$ cat config.mk
export PLATFORM = sky130hd
export DESIGN_NAME = factorial_dp_flat
export DESIGN_NICKNAME = d
export VERILOG_FILES = /design/src/rtl/fact_pkg.sv /design/src/rtl/factorial_dp_if.sv /design/src/rtl/fact_down_cnt.sv /design/src/rtl/factorial_dp.sv /design/src/flat_wrapper.sv
export SDC_FILE = /design/constraint.sdc
export NUM_CORES = 1
export LEC_CHECK = 0
export CAP_MARGIN = 10
export CORE_ASPECT_RATIO = 0.8
export CORE_UTILIZATION = 42
export CTS_BUF_LIST = sky130_fd_sc_hd__clkbuf_16
export CTS_CLUSTER_SIZE = 12
export DETAILED_ROUTE_END_ITERATION = 16
export PLACE_DENSITY_LB_ADDON = 0.15
export REMOVE_ABC_BUFFERS = 1
export SYNTH_ARGS = -nofsm -noshare
export SYNTH_HDL_FRONTEND = slang
export SYNTH_SLANG_ARGS = --single-unit
export TNS_END_PERCENT = 20
$ cat constraint.sdc
create_clock -name clk -period 6.8 [get_ports clk]
set_input_delay 1.36 -clock clk [delete_from_list [all_inputs] [get_ports clk]]
set_output_delay 1.36 -clock clk [all_outputs]
set_load 0.05 [all_outputs]
$ cat src/rtl/fact_pkg.sv
// Shared defaults and mux-select encodings for the factorial datapath.
package fact_pkg;

   localparam int DATA_W_DEF = 32;
   localparam int N_W_DEF    = 4;
   localparam int MAX_N_DEF  = 12;

   localparam logic SEL_ONE  = 1'b0;
   localparam logic SEL_MUL  = 1'b1;
   localparam logic OUT_ZERO = 1'b0;
   localparam logic OUT_PROD = 1'b1;

endpackage

$ cat src/rtl/factorial_dp_if.sv
// Controller <-> datapath bundle for factorial_dp; the controller is the master.
// The ovf status line exists only when FACTORIAL_DP_OVF_EN is defined.
interface factorial_dp_if import fact_pkg::*; #(
   parameter int DATA_W = DATA_W_DEF,
   parameter int N_W    = N_W_DEF
);
   logic [N_W-1:0]    n;
   logic              prod_mux_sel;
   logic              prod_reg_ld;
   logic              cnt_ld;
   logic              cnt_en;
   logic              out_mux_sel;
   logic              a_gt_b;
   logic              err;
   logic [DATA_W-1:0] result;
`ifdef FACTORIAL_DP_OVF_EN
   logic              ovf;
`endif

   modport master (
      output n, prod_mux_sel, prod_reg_ld, cnt_ld, cnt_en, out_mux_sel,
`ifdef FACTORIAL_DP_OVF_EN
      input  ovf,
`endif
      input  a_gt_b, err, result
   );

   modport slave (
      input  n, prod_mux_sel, prod_reg_ld, cnt_ld, cnt_en, out_mux_sel,
`ifdef FACTORIAL_DP_OVF_EN
      output ovf,
`endif
      output a_gt_b, err, result
   );
endinterface

$ cat src/rtl/fact_down_cnt.sv
// Loadable down counter that saturates at zero; load beats enable.
module fact_down_cnt #(
   parameter int N_W = 4
) (
   input  logic           clk,
   input  logic           rst,
   input  logic           ld,
   input  logic           en,
   input  logic [N_W-1:0] d,
   output logic [N_W-1:0] q
);
   logic [N_W-1:0] q_reg;
   logic [N_W-1:0] q_next;

   always_comb begin
      q_next = q_reg;
      if (ld)
         q_next = d;
      else if (en && (q_reg != '0))
         q_next = q_reg - N_W'(1);
   end

   always_ff @(posedge clk) begin
      if (rst)
         q_reg <= '0;
      else
         q_reg <= q_next;
   end

   assign q = q_reg;
endmodule

$ cat src/rtl/factorial_dp.sv
// Factorial datapath: product register, down counter, single-cycle multiplier.
// Optional sticky overflow flag enabled by defining FACTORIAL_DP_OVF_EN.
module factorial_dp import fact_pkg::*; #(
   parameter int DATA_W = DATA_W_DEF,
   parameter int N_W    = N_W_DEF,
   parameter int MAX_N  = MAX_N_DEF
) (
   input logic           clk,
   input logic           rst,
   factorial_dp_if.slave bus
);
   logic [N_W-1:0]    cnt;
   logic [N_W-1:0]    mcand;
   logic [DATA_W-1:0] mul_out;
   logic [DATA_W-1:0] product_reg;
   logic [DATA_W-1:0] product_next;

   fact_down_cnt #(.N_W(N_W)) u_cnt (
      .clk (clk),
      .rst (rst),
      .ld  (bus.cnt_ld),
      .en  (bus.cnt_en),
      .d   (bus.n),
      .q   (cnt)
   );

   // A zero count multiplies by one so that 0! and 1! both settle at 1.
   assign mcand = (cnt == '0) ? N_W'(1) : cnt;

`ifdef FACTORIAL_DP_OVF_EN
   logic [DATA_W+N_W-1:0] mul_full;
   logic                  ovf_reg;

   assign mul_full = (DATA_W+N_W)'(product_reg) * (DATA_W+N_W)'(mcand);
   assign mul_out  = mul_full[DATA_W-1:0];

   always_ff @(posedge clk) begin
      if (rst)
         ovf_reg <= 1'b0;
      else if (bus.prod_reg_ld) begin
         if (bus.prod_mux_sel == SEL_ONE)
            ovf_reg <= 1'b0;
         else if (|mul_full[DATA_W+N_W-1:DATA_W])
            ovf_reg <= 1'b1;
      end
   end

   assign bus.ovf = ovf_reg;
`else
   assign mul_out = product_reg * DATA_W'(mcand);
`endif

   always_comb begin
      product_next = product_reg;
      if (bus.prod_reg_ld)
         product_next = (bus.prod_mux_sel == SEL_ONE) ? DATA_W'(1) : mul_out;
   end

   always_ff @(posedge clk) begin
      if (rst)
         product_reg <= '0;
      else
         product_reg <= product_next;
   end

   assign bus.a_gt_b = (cnt > N_W'(1));
   assign bus.err    = (int'(bus.n) > MAX_N);
   assign bus.result = (bus.out_mux_sel == OUT_PROD) ? product_reg : '0;
endmodule

$ cat src/flat_wrapper.sv
// flat-port wrapper written by rule: the top's interface ports become plain ports
module factorial_dp_flat import fact_pkg::*;
#(
   parameter int DATA_W = DATA_W_DEF,
   parameter int N_W    = N_W_DEF,
   parameter int MAX_N  = MAX_N_DEF
)
  (clk, rst, bus_n, bus_prod_mux_sel, bus_prod_reg_ld, bus_cnt_ld, bus_cnt_en, bus_out_mux_sel, bus_a_gt_b, bus_err, bus_result);
  factorial_dp_if #(.DATA_W(DATA_W), .N_W(N_W)) bus_i ();
  input logic clk;
  input logic rst;
  input wire logic [$bits(bus_i.n)-1:0] bus_n;
  input wire logic [$bits(bus_i.prod_mux_sel)-1:0] bus_prod_mux_sel;
  input wire logic [$bits(bus_i.prod_reg_ld)-1:0] bus_prod_reg_ld;
  input wire logic [$bits(bus_i.cnt_ld)-1:0] bus_cnt_ld;
  input wire logic [$bits(bus_i.cnt_en)-1:0] bus_cnt_en;
  input wire logic [$bits(bus_i.out_mux_sel)-1:0] bus_out_mux_sel;
  output wire logic [$bits(bus_i.a_gt_b)-1:0] bus_a_gt_b;
  output wire logic [$bits(bus_i.err)-1:0] bus_err;
  output wire logic [$bits(bus_i.result)-1:0] bus_result;
  assign bus_i.n = bus_n;
  assign bus_i.prod_mux_sel = bus_prod_mux_sel;
  assign bus_i.prod_reg_ld = bus_prod_reg_ld;
  assign bus_i.cnt_ld = bus_cnt_ld;
  assign bus_i.cnt_en = bus_cnt_en;
  assign bus_i.out_mux_sel = bus_out_mux_sel;
  assign bus_a_gt_b = bus_i.a_gt_b;
  assign bus_err = bus_i.err;
  assign bus_result = bus_i.result;
  factorial_dp #(.DATA_W(DATA_W), .N_W(N_W), .MAX_N(MAX_N)) u_core (.clk(clk), .rst(rst), .bus(bus_i));
endmodule
==> reports/metrics.yaml, run 1 <==
power_and_ir_drop:
  ir_worst_vdd_mv: 0.0747
  cellPowerDensity_mw_per_mm2: 92.6
  cellLeakagePower_nw: 2.92
  fin_total_pwr_mw: 0.573
critical_path:
  crit_required_ps: 6930
  timing.rr.end: "u_core.product_reg[25]$_SDFFE_PP0P_"
  r2r_setup_slack_ps: 1690
  startpoint_type: "flop"
  setup.worst_path.class: "reg -> reg"
  critPathArrivalTime_ps: 5240
  end_kind: "flop"
  r2r-start: "u_core.u_cnt.q[0]$_SDFFE_PP0P_"
  reg2regPathDepth: 18
  critPathMaxFanout: 16
drt:
  detail_route.iter0.violations: 171
  firstDrtPassIters: 4
  final_antenna_net_count: 0
  viasPerCell: 5.11
  via_count: 4658
  wl_per_cell_um: 14.0
  drc_errors: 0
  routed_wl_um: 12800
clock_network:
  cts_max_level: 2
  clock-sinks: 36
  cts-resized-gates: 0
  worstSkewPairLatency_ps: 290
  cts_tree: "done"
  numCtsBuffers: 5
  cts-root-buf: "clkbuf_16"
  cts_setup_buffers: 0
  clk_pin_slew_ps: 70
  cts_hold_buf: 0
  ctsLongestPathBuffers: 2
timing:
  worst_hold_slack_ps: 504
  rsz0062_at_grt: "false"
  slew_headroom_pct: 31.2
  skew_ps: 6.52
  fin_crit_sh_pct: 75.2
  finalCriticalPeriod_ps: 5110
  fin_tns_setup_ps: 0
  drv_slew: 0
  tightest_slew_ps: 1030
  setup_viol: 0
  max_freq_ghz: 0.196
  fin_ws_ps: 1690
  timing.final.hold_violations: 0
finish:
  area_growth_pct: 13.3
  diodes: 0
  final_util_pct: 49.8
  instances_no_fill: 912
  largest_register_ffs: 32
  final_nets: 842
  drive_above_1_share_pct: 3.64
  stdcell_area_mm2: 0.00619
placement:
  dp_hpwl_um: 9580
  dpl_worst_slack_ps: 1680
  placed_area_mm2: 0.00602
  port_buffers: 44
  place_inst: 904
  gp_congestion: 0.871
die:
  io-pin-count: 45
  initial_core_util_pct: 44.0
  rows: 36
  die_w_um: 130
  core_mm2: 0.0124
  die_h_um: 104
  die-area_mm2: 0.0135
global_route:
  antenna_found_initial: 0
  grt_overflow: 0
  grt_pass1_vias: 4676
  grt_pass1_wl_um: 22300
  grt_max_degree: 35
  grt_util_met1_pct: 30.9
  grt_busiest_layer: "met1"
  met2_usage_pct: 30.5
  grt_usage_pct: 20.3
  use_met3_pct: 2.52
yosys:
  synth_edf_count: 0
  synth_area_leaders: "fa_1 21%, and2_1 14%, dfxtp_1 13%"
  synth-main-ff-cell: "dfxtp_1"
  ys_seq_elements: 36
  async_flop_share_pct: 0
  synth_cell_type_count: 54
  yosysSeqAreaShare_pct: 13.2
  yosysTopAreaCellShare_pct: 20.9
  synth_most_common_cell: "inv_1"
  avgSynthCellArea_um2: 7.62
  yosysTopAreaCell: "fa_1"
  syn_area_mm2: 0.00547
  synth_cells: 718
  ys.warnings.count: 0
  synth_common_cells: "122 x inv_1, 120 x and2_1, 86 x nand2_1"
min_path:
  whs_endpoint: "u_core.product_reg[26]$_SDFFE_PP0P_"
  hold_path.class: "reg -> reg"
  worstHoldStart: "u_core.product_reg[26]$_SDFFE_PP0P_"
  min_path_cells: 2
run_status:
  status: "finished clean"
flow_run:
  drv_cap: 0
==> power breakdown <==
| part | total [mW] | switching, mW | internal (mW) |
|---|---|---|---|
| Combinational | 0.0764 | 0.0552 | 0.0212 |
| Clock | 0.281 | 0.106 | 0.175 |
| Sequential | 0.216 | 0.00251 | 0.213 |
| Total | 0.573 | 0.164 | 0.409 |
==> layout by cell type (no fill, tap or decap), types with 5 or more instances in the layout <==
master,instances
and3_1,6
a21oi_1,38
inv_1,122
clkbuf_16,5
o21ai_0,25
dfxtp_1,36
xor2_1,18
nand3_1,10
ha_1,34
nor2_1,26
fa_1,57
nor3_1,8
clkdlybuf4s50_1,44
a21o_1,8
xnor2_1,13
o21ai_1,8
a22oi_1,5
nand4_1,7
nand2_1,86
and2_1,120
==> per-layer routing <==
layer | vias to the layer above | wire length [µm]
li1 | 2322 | -
met1 | 2229 | 6840
met2 | 98 | 5380
met3 | 9 | 452
met4 | 0 | 81
met5 | - | 0
==> how the worst max path moves through the flow <==
| stage | from | endpoint | slack (ps) | cells past startpoint |
|---|---|---|---|---|
| after CTS | u_core.u_cnt.q[0]$_SDFFE_PP0P_ | u_core.product_reg[25]$_SDFFE_PP0P_ | 1660 | 18 |
| after global placement | u_core.u_cnt.q[0]$_SDFFE_PP0P_ | u_core.product_reg[25]$_SDFFE_PP0P_ | 1790 | 18 |
| final | u_core.u_cnt.q[0]$_SDFFE_PP0P_ | u_core.product_reg[25]$_SDFFE_PP0P_ | 1690 | 18 |
| after detailed placement | u_core.u_cnt.q[0]$_SDFFE_PP0P_ | u_core.product_reg[25]$_SDFFE_PP0P_ | 1680 | 18 |
| after floorplan | u_core.u_cnt.q[0]$_SDFFE_PP0P_ | u_core.product_reg[28]$_SDFFE_PP0P_ | 2230 | 16 |
| after global routing | u_core.u_cnt.q[0]$_SDFFE_PP0P_ | u_core.product_reg[31]$_SDFFE_PP0P_ | 1270 | 18 |
==> worst max-delay path, stage by stage, from the launching register on <==
cell and delay (ps):
dfxtp_1 460, inv_1 80, ha_1 230, nor3b_2 180
nor2_1 790, buf_4 370, and2_1 170, fa_1 400
inv_1 90, fa_1 390, inv_1 80, ha_1 300
a21oi_1 290, inv_1 70, o31ai_1 250, nand3_1 220
a41oi_1 320, xor2_1 170, o21ai_0 80
==> logic make-up (layout without fill, tap and decap cells) <==
kind of cell               Yosys count  in the layout  synth area share (%)
DFF                                 36             36                  13.2
muxes                                1              1                 0.183
and+or+nand+nor                    277            277                  26.4
adders and majority gates           91             91                  28.6
buffers and inverters              156            179                  10.8
AOI/OAI and AO/OA                  126            126                  15.8
xor gates and xnor gates            31             31                  4.97
==> final cells by class <==
class | instances | area [µm²]
Clock buffer | 5 | 125
Clock inverter | 3 | 46.3
Fill cell | 1248 | 6240
Inverter | 123 | 462
Multi-Input combinational cell | 526 | 4160
Sequential cell | 36 | 721
Tap cell | 171 | 214
Timing Repair Buffer | 48 | 470
No activity file was read; power rests on OpenSTA's default activity.
==> run 2, diff against run 1 <==
==> constraint.sdc (replaced) <==
create_clock -name clk -period 4.1 [get_ports clk]
set_input_delay 0.82 -clock clk [delete_from_list [all_inputs] [get_ports clk]]
set_output_delay 0.82 -clock clk [all_outputs]
set_load 0.05 [all_outputs]
==> reports/metrics.yaml, run 2 (same netlist as run 1, synthesis figures left out) <==
min_path:
  min_path_cells: 2
  hold_path.class: "reg -> reg"
timing:
  timing.final.hold_violations: 0
  setup_viol: 0
  drv_slew: 0
  skew_ps: 6.78
  slew_headroom_pct: 53.5
  fin_crit_sh_pct: 97.4
  rsz0062_at_grt: "true"
  tightest_slew_ps: 696
  worst_hold_slack_ps: 511
  max_freq_ghz: 0.250
  finalCriticalPeriod_ps: 3990
  fin_tns_setup_ps: 0
placement:
  port_buffers: 44
  gp_congestion: 0.872
  dp_hpwl_um: 10700
clock_network:
  clock-sinks: 36
  worstSkewPairLatency_ps: 290
  cts_max_level: 2
  cts-root-buf: "clkbuf_16"
  clk_pin_slew_ps: 60
  numCtsBuffers: 5
  ctsLongestPathBuffers: 2
  cts_tree: "done"
critical_path:
  critPathMaxFanout: 7
  startpoint_type: "flop"
  crit_chain: "inv_2 > ha_4 > nor3b_4 > nor2_4 > buf_6 > and2_4 > fa_1 > inv_2 > fa_1 > inv_2 > ha_4 > nand3_4 > o221ai_4 > a211oi_4 > o41ai_4 > a211oi_2 > xor2_1 > o21ai_1"
  critPathArrivalTime_ps: 4210
  path_common_cell: "inv_2"
  setup.worst_path.class: "reg -> reg"
  crit_required_ps: 4320
  reg2regPathDepth: 18
  r2r_setup_slack_ps: 110
  crit_slowest_cell: "fa_1"
  end_kind: "flop"
  max_stage_delay_ps: 520
power_and_ir_drop:
  ir_worst_vdd_mv: 0.129
  cellLeakagePower_nw: 3.27
  fin_total_pwr_mw: 0.918
  cellPowerDensity_mw_per_mm2: 131
die:
  io-pin-count: 45
  die-area_mm2: 0.0135
  die_h_um: 104
  initial_core_util_pct: 44.0
  die_w_um: 130
  core_mm2: 0.0124
  rows: 36
finish:
  final-seq-area_um2: 722
  final_cell_mix: "118 x and2_1, 112 x inv_1, 99 x buf_4"
  multi_input_area_mm2: 0.00458
  final_common_cell: "and2_1"
  area_growth_pct: 28.4
  drive_above_1_share_pct: 24.2
  diodes: 0
  nFillCells: 1231
  largest_register_ffs: 32
  final_nets: 908
drt:
  viasPerCell: 5.10
  via_count: 4986
  routed_wl_um: 14500
  wl_per_cell_um: 14.8
  final_antenna_net_count: 0
  detail_route.iter0.violations: 224
  drc_errors: 0
  firstDrtPassIters: 4
run_status:
  status: "finished clean"
flow_run:
  drv_cap: 0
global_route:
  grt_max_degree: 34
  grt_pass1_wl_um: 23600
  grt_usage_pct: 21.7
  grt_pass1_vias: 4789
  grt_overflow: 0
  antenna_found_initial: 0
run 2: cell count changes in the layout (fill, tap and decap cells not counted), moves of 8 or more:
cell and change:
clkdlybuf4s50_1 -32, inv_1 -10, ha_1 -19, a21oi_1 -10, inv_2 +10, ha_4 +17, buf_4 +95, a21oi_2 +8
run 2: report_power, final:
| part | switching, mW | internal, mW | total (mW) |
|---|---|---|---|
| logic | 0.104 | 0.0572 | 0.161 |
| registers | 0.00387 | 0.354 | 0.358 |
| clock network | 0.175 | 0.225 | 0.399 |
run 2: timing repair:
| action | 4_1_cts | 5_1_grt |
|---|---|---|
| pin swaps | 6 | 40 |
| hold buffers | 0 | 0 |
| gates resized for setup | 10 | 81 |
| cloned | 0 | 1 |
| endpoints found under the setup margin | 6 | 21 |
| buffers inserted | 1 | 12 |
run 2: through the flow:
stage | cells | cell area [µm²] | util [%] | worst slack (ps)
2_1_floorplan | 685 | 5340 | - | -465
3_3_place_gp | 956 | 6330 | 50.9 | -26.7
3_5_place_dp | 956 | 6330 | 50.9 | -114
4_1_cts | 965 | 6560 | 52.7 | -30.6
5_1_grt | 978 | 7020 | 56.5 | -118
6_report | 978 | 7020 | 56.5 | 106
run 2: layer usage:
layer  vias to the layer above  part of all wire (%)  global-route usage (%)
met1                      2416                    50                    32.5
met4                         0                  0.68                    3.49
met5                         -                     0                       0
met2                       102                    45                    33.7
li1                       2458                     -                       -
met3                        10                   4.0                    2.16
run 2: cell type report:
cell class | count | share of cell area, %
clock inverters | 3 | 0.267
multi-input cells | 526 | 65.3
well taps | 171 | 3.05
flip-flops and latches | 36 | 10.3
inverters | 123 | 6.58
repair buffers | 114 | 12.8
clock buffers | 5 | 1.78
run 2: critical path: cells and delay by family, from the launching register on:
family / cells / cell delay [ps]
adders and majority gates: 4 / 1460
buffers and inverters: 4 / 320
DFF: 1 / 320
and+or+nand+nor: 4 / 570
AOI/OAI and AO/OA: 5 / 1080
xor gates and xnor gates: 1 / 180
run 2: worst paths after layout:
| check | startpoint | endpoint |
|---|---|---|
| worst min register to register | u_core.product_reg[11]$_SDFFE_PP0P_ | u_core.product_reg[11]$_SDFFE_PP0P_ |
| worst max register to register | u_core.u_cnt.q[1]$_SDFFE_PP0P_ | u_core.product_reg[28]$_SDFFE_PP0P_ |
| worst min-delay path | u_core.product_reg[11]$_SDFFE_PP0P_ | u_core.product_reg[11]$_SDFFE_PP0P_ |
| worst max-delay path | u_core.u_cnt.q[1]$_SDFFE_PP0P_ | u_core.product_reg[28]$_SDFFE_PP0P_ |
